### src/rtl/key_pkg.sv
`default_nettype none
//------------------------------------------------------------------
// key_pkg : shared types and helpers for the key front-end
// Rev 1.0
//------------------------------------------------------------------
package key_pkg;

  typedef enum logic [1:0] {
    IDLE   = 2'd0,
    HOLD   = 2'd1,
    REPEAT = 2'd2
  } key_state_t;

  function automatic int max_int(input int a, input int b);
    return (a > b) ? a : b;
  endfunction

endpackage
`default_nettype wire

### src/rtl/sync_chain.sv
`default_nettype none
//------------------------------------------------------------------
// sync_chain : multi-flop synchronizer for an asynchronous 1-bit input
// Rev 1.0
//------------------------------------------------------------------
module sync_chain #(
  parameter int STAGES = 2
) (
  input  logic Clk,
  input  logic Reset_n,
  input  logic d,
  output logic q
);

  logic [STAGES-1:0] r_sync;

  always_ff @(posedge Clk or negedge Reset_n) begin
    if (!Reset_n) begin
      r_sync <= '0;
    end else begin
      r_sync <= {r_sync[STAGES-2:0], d};
    end
  end

  assign q = r_sync[STAGES-1];

endmodule
`default_nettype wire

### src/rtl/key_pulse_gen.sv
`default_nettype none
//------------------------------------------------------------------
// key_pulse_gen : key synchronizer, debouncer and press/repeat strobe
// Rev 1.0
//------------------------------------------------------------------
module key_pulse_gen
  import key_pkg::*;
#(
  parameter int SYNC_STAGES     = 2,
  parameter int DEBOUNCE_CYCLES = 16,
  parameter int ACTIVE_LOW_KEY  = 1,
  parameter int REPEAT_EN       = 0,
  parameter int HOLD_CYCLES     = 1000,
  parameter int REPEAT_CYCLES   = 250
) (
  input  logic Clk,
  input  logic Reset_n,
  input  logic key_raw,
  output logic level,
  output logic pulse
);

  localparam int c_db_w = $clog2(DEBOUNCE_CYCLES + 1);
  localparam int c_rp_w = $clog2(max_int(HOLD_CYCLES, REPEAT_CYCLES) + 1);

  localparam logic [c_db_w-1:0] c_db_last   = c_db_w'(DEBOUNCE_CYCLES - 1);
  localparam logic [c_rp_w-1:0] c_hold_last = c_rp_w'(HOLD_CYCLES - 1);
  localparam logic [c_rp_w-1:0] c_rep_last  = c_rp_w'(REPEAT_CYCLES - 1);
  localparam logic              c_key_inv   = (ACTIVE_LOW_KEY != 0);
  localparam logic              c_rep_en    = (REPEAT_EN != 0);

  logic              w_pressed_raw;
  logic              w_pressed_s;
  logic [c_db_w-1:0] r_db_cnt;
  logic              r_db_level;
  key_state_t        r_state;
  key_state_t        w_state_next;
  logic [c_rp_w-1:0] r_rp_cnt;
  logic [c_rp_w-1:0] w_rp_cnt_next;
  logic              r_pulse;
  logic              w_pulse_next;
  logic              r_level;

  assign w_pressed_raw = key_raw ^ c_key_inv;

  sync_chain #(
    .STAGES (SYNC_STAGES)
  ) u_sync (
    .Clk     (Clk),
    .Reset_n (Reset_n),
    .d       (w_pressed_raw),
    .q       (w_pressed_s)
  );

  // A single agreeing sample restarts the stability count.
  always_ff @(posedge Clk or negedge Reset_n) begin
    if (!Reset_n) begin
      r_db_cnt   <= '0;
      r_db_level <= 1'b0;
    end else if (w_pressed_s == r_db_level) begin
      r_db_cnt <= '0;
    end else if (r_db_cnt == c_db_last) begin
      r_db_level <= w_pressed_s;
      r_db_cnt   <= '0;
    end else begin
      r_db_cnt <= r_db_cnt + c_db_w'(1);
    end
  end

  // level is re-registered so it rises on the same edge as the press pulse.
  always_ff @(posedge Clk or negedge Reset_n) begin
    if (!Reset_n) begin
      r_state  <= IDLE;
      r_rp_cnt <= '0;
      r_pulse  <= 1'b0;
      r_level  <= 1'b0;
    end else begin
      r_state  <= w_state_next;
      r_rp_cnt <= w_rp_cnt_next;
      r_pulse  <= w_pulse_next;
      r_level  <= r_db_level;
    end
  end

  always_comb begin
    w_state_next  = r_state;
    w_rp_cnt_next = r_rp_cnt;
    if (!r_db_level) begin
      w_state_next  = IDLE;
      w_rp_cnt_next = '0;
    end else begin
      case (r_state)
        IDLE: begin
          w_state_next  = HOLD;
          w_rp_cnt_next = '0;
        end
        HOLD: begin
          if (r_rp_cnt == c_hold_last) begin
            w_rp_cnt_next = '0;
            if (c_rep_en) begin
              w_state_next = REPEAT;
            end
          end else begin
            w_rp_cnt_next = r_rp_cnt + c_rp_w'(1);
          end
        end
        REPEAT: begin
          if (r_rp_cnt == c_rep_last) begin
            w_rp_cnt_next = '0;
          end else begin
            w_rp_cnt_next = r_rp_cnt + c_rp_w'(1);
          end
        end
        default: begin
          w_state_next  = IDLE;
          w_rp_cnt_next = '0;
        end
      endcase
    end
  end

  // Gated by the previous pulse so short timer settings never yield back-to-back strobes.
  always_comb begin
    w_pulse_next = 1'b0;
    if (r_db_level) begin
      case (r_state)
        IDLE:    w_pulse_next = 1'b1;
        HOLD:    w_pulse_next = c_rep_en && (r_rp_cnt == c_hold_last);
        REPEAT:  w_pulse_next = (r_rp_cnt == c_rep_last);
        default: w_pulse_next = 1'b0;
      endcase
    end
    w_pulse_next = w_pulse_next & ~r_pulse;
  end

  assign level = r_level;
  assign pulse = r_pulse;

endmodule
`default_nettype wire

### config.mk
export PLATFORM = sky130hd
export DESIGN_NAME = key_pulse_gen
export DESIGN_NICKNAME = d
export VERILOG_FILES = /design/src/rtl/key_pkg.sv /design/src/rtl/sync_chain.sv /design/src/rtl/key_pulse_gen.sv
export SDC_FILE = /design/constraint.sdc
export NUM_CORES = 1
export LEC_CHECK = 0
export ABC_CLOCK_PERIOD_IN_PS = 1400
export BUFFER_PORTS_ARGS = -buffer_cell sky130_fd_sc_hd__buf_2
export CAP_MARGIN = 20
export CORE_AREA = 3 3 40 42
export DETAILED_ROUTE_END_ITERATION = 8
export DIE_AREA = 0 0 43 45
export GPL_TIMING_DRIVEN = 0
export MAX_ROUTING_LAYER = met4
export PLACE_DENSITY_LB_ADDON = 0.1
export SYNTH_ARGS = -nofsm -noshare
export SYNTH_HDL_FRONTEND = slang
export SYNTH_HIERARCHICAL = 1
export SYNTH_SLANG_ARGS = --single-unit
export TNS_END_PERCENT = 100
### constraint.sdc
create_clock -name Clk -period 1.4 [get_ports Clk]
set_input_delay 0.14 -clock Clk [delete_from_list [all_inputs] [get_ports Clk]]
set_output_delay 0.14 -clock Clk [all_outputs]
set_load 0.005 [all_outputs]
* Yosys cells after proc, flatten, opt, wreduce, memory -nomap -nowiden
Index checks and enable logic that the tools add are counted.
Operators by class: equal/unequal tests 7, $add $sub $neg 2, bitwise operators 4, multiplexer cells 10, reductions and logical operators 3
Operators by type and width (number):
- $mux W10 | 3
- $pmux W10 S2 | 1
- $add A10 B1 Y10 const B | 1
- $eq A10 B10 Y1 const B | 1
- $eq A10 B8 Y1 const B | 1
- $mux W5 | 2
- $add A5 B1 Y5 const B | 1
- $eq A5 B4 Y1 const B | 1
- $pmux W2 S2 | 1
- $not A1 Y1 | 3
- $eq A2 B1 Y1 const B | 1
- $eq A2 B2 Y1 const B | 1
- $logic_not A2 Y1 | 1
- $mux W2 | 1
- $ne A2 B2 Y1 const B | 1
- $pmux W1 S2 | 1
- $reduce_and A2 Y1 | 1
- $reduce_or A2 Y1 | 1
- $and A1 B1 Y1 | 1
- $eq A1 B1 Y1 | 1
- $mux W1 | 1
Word-level totals: flip-flop bits (word level) 22, logic and storage cells 33

* Longest topological paths before layout
depth after elaboration 4, mapped depth 4, mapped depth without buffers 4

* Hierarchy
The synthesis kept the hierarchy.
By module, submodules not included:
- key_pulse_gen | cells each 27, area an instance 347.8 sq um, times used 1
- sync_chain | cells each 2, area an instance 50.0 sq um, times used 1

* Least setup slack after synthesis
Ideal clock, no wire load.
path type reg-to-reg, from register r_db_cnt[0], to register r_db_level, required time 1273 ps, library setup time 127 ps, clock period less this slack 1167 ps, path slack 233 ps, cell stages (with the launch flop) 5, path buffers 0, arrival time 1040 ps, path through dfrtp_1 ha_1 nand3_2 nor2_1 mux2_1
Between the ends: longest elaborated chain between the ends 2
RTL lines:
- from (decl) | RTL line key_pulse_gen.sv:34 | logic [c_db_w-1:0] r_db_cnt;
- from (signal assigned) | RTL line key_pulse_gen.sv:66 | r_db_cnt <= r_db_cnt + c_db_w'(1);
- $eq A5 B4 Y1 | RTL line key_pulse_gen.sv:62 | end else if (r_db_cnt == c_db_last) begin
- $reduce_and A2 Y1 (no line)
- to (signal assigned) | RTL line key_pulse_gen.sv:63 | r_db_level <= w_pressed_s;
- to (decl) | RTL line key_pulse_gen.sv:35 | logic r_db_level;
No other way between the ends. A chain may end at the register's enable or synchronous reset.

* Worst setup path after layout
Same ends and word-level chain as after synthesis.

==> results.yml <==
status:
  status: "finished, final reports clean"
sta:
  holdWs_ns: 0.269
  hold_violations: 0
  finClkSkew_ns: 0.00209
  report.final.slew_viol_count: 0
  slew_headroom_pct: 83.7
  fmax_mhz: 800
  worst_slew_pin_slew_ns: 0.244
  setup_viol: 0
  fin_crit_ns: 1.25
  fin_tns_setup_ns: 0
  rsz0062_at_grt: "false"
  finalCritPeriodShare_pct: 89.3
pwr:
  p_total_uw: 570
  power_per_cell_area_mw_per_mm2: 1180
  ir_drop_uv: 589
  p_leak_nw: 0.259
finish:
  fin_nets: 44
  layout-drive-gt1-share_pct: 25.6
  fillCellCount: 124
  antenna_cells: 0
  area_delta_synth_final_pct: 21.4
global_routing:
  antenna_found_initial: 0
  grt_max_degree: 12
  grt_overflow_total: 0
  grt_pass1_wl_mm: 1.11
  grt_usage_pct: 8.94
  grt_pass1_vias: 273
drt:
  ant_nets: 0
  topRoutingLayerUsed: "met4"
  viasPerCell: 4.24
  drtIter0Drc: 4
  routed-via-count: 229
  drc: 0
  finalWirelength_um: 589
  met1_length_um: 228
  first_pass_iters: 2
  dr_wl_met3_um: 23
  routedWlPerCell_um: 10.9
  met2_length_um: 327
synth:
  syn-instance-count: 29
  synth_flop_cell: "dfrtp_1"
  syn_area_um2: 398
  synth.area.top_cells: "dfrtp_1, xor2_1, ha_1, mux2_1, nor2_1"
  yosysSeqAreaShare_pct: 69.2
  synthesis.nets: 33
  yosys-top-cells-count: "dfrtp_1, nor2_1, xor2_1"
  yosysMostFrequentCell: "dfrtp_1"
  synth_top_cell_area_share_pct: 69.2
  yosys_warnings: 6
  synth_cell_type_count: 14
  ys_ff_latch: 11
  post-synth-top-area-cell: "dfrtp_1"
  synthArstFlopShare_pct: 100
  synth_edf_count: 0
  synth_area_per_cell_um2: 13.7
floorplan:
  io_pins: 5
  die_h_um: 45
  dieWidth_um: 43
  die-area_mm2: 0.00194
  core_area_mm2: 0.00128
  row_count: 13
  start_util_pct: 31.0
clock_tree:
  path_clk_slew_ns: 0.07
  cts_buffers: 3
  cts_tree: "built"
  postCtsResizedCells: 0
  cts-root-buf: "clkbuf_4"
  cts_max_level: 1
  cts.sinks: 11
  cts_buffer_depth: 2
  clkLatencyLatePin_ns: 0.26
worst_setup_path:
  path_class: "register to register"
  timing.rr.end: "r_db_level"
  arrival_ns: 1.40
  endpoint_kind: "register"
  worst_ep_required_time_ns: 1.55
  timing.rr.start: "r_db_cnt[0]"
  critical_path.endpoint: "r_db_level"
  startpoint: "r_db_cnt[0]"
  path_max_fanout: 3
  start_kind: "register"
  reg2reg_depth: 4
  regToRegSetupSlack_ns: 0.15
placed_design:
  hpwl_um: 434
  port_buffers: 4
  place_congestion: 0.626
min_path:
  hold_class: "input port to async pin"
job:
  maxCapViolCount: 0
==> kinds of logic after synthesis <==
| group | count (synthesis) | share of synthesized area, % |
|---|---|---|
| AOI/OAI and AO/OA | 1 | 2.20 |
| xor gates and xnor gates | 3 | 6.60 |
| DFF | 11 | 69.2 |
| and+or+nand+nor | 9 | 13.2 |
| adders and majority gates | 1 | 3.14 |
| buffers and inverters | 3 | 2.83 |
| muxes | 1 | 2.83 |
==> repair_timing <==
action	4_1_cts	5_1_grt
hold endpoints to repair	12	0
hold buffers	2	0
setup buffers	0	0
==> routing by layer <==
metal | GRT usage (%) | vias to the layer above
met1 | 7.48 | 109
met4 | 9.04 | 0
li1 | - | 115
met5 | - | -
met3 | 3.59 | 2
met2 | 14.7 | 3
==> through the flow <==
stage	std cells	instance area, µm²	util, %	worst slack (ns)
2_1_floorplan	29	398	-	0.233
3_3_place_gp	48	437	34.0	0.161
3_5_place_dp	48	437	34.0	0.128
4_1_cts	54	483	37.6	0.128
5_1_grt	54	483	37.6	0.0860
6_report	54	483	37.6	0.149
==> critical path: stages (launching register included) <==
cell and delay (ns):
dfrtp_1 0.37, ha_1 0.22, nand3_2 0.11, nor2_1 0.11
mux2_1 0.32
==> placed cells by master (no fill, tap or decap) <==
master,count
dfrtp_1,11
buf_2,4
xor2_1,3
nor2_1,3
clkbuf_4,3
inv_1,2
clkbuf_1,2
dlygate4sd3_1,2
nand3_2,1
o21ai_2,1
nand3_1,1
nor2_2,1
and2_1,1
nor3b_1,1
and3_1,1
mux2_1,1
ha_1,1
==> registers in the layout, indices dropped and copies added, names as in the netlist <==
register       flops
u_sync/r_sync      2
r_db_cnt           5
r_state            1
r_db_level         1
level              1
pulse              1
==> power by group <==
| part | leakage [nW] | total [mW] | switching [mW] | internal [mW] |
|---|---|---|---|---|
| logic | 0.0973 | 0.0292 | 0.0156 | 0.0136 |
| registers | 0.147 | 0.335 | 0.00697 | 0.328 |
| clock network | 0.0150 | 0.206 | 0.0956 | 0.110 |
==> area by class of cell <==
class	count	area [µm²]	area share, %
clock buffers	4	26.3	5.44
repair buffers	6	40.0	8.29
plain buffers	1	3.75	0.777
inverters	2	7.51	1.55
multi-input cells	15	111	23.1
flip-flops and latches	11	275	57.0
well taps	15	18.8	3.89
==> how the worst min path moves through the flow <==
stage | from | end | slack [ns]
3_3_place_gp | Reset_n | r_db_cnt[3] | 0.02
2_1_floorplan | Reset_n | level | -0.16
3_5_place_dp | Reset_n | r_db_cnt[3] | 0.02
6_report | Reset_n | r_db_level | 0.27
5_1_grt | Reset_n | r_db_cnt[3] | 0.30
4_1_cts | Reset_n | r_db_cnt[2] | 0.27
No activity file was read; power rests on OpenSTA's default activity.
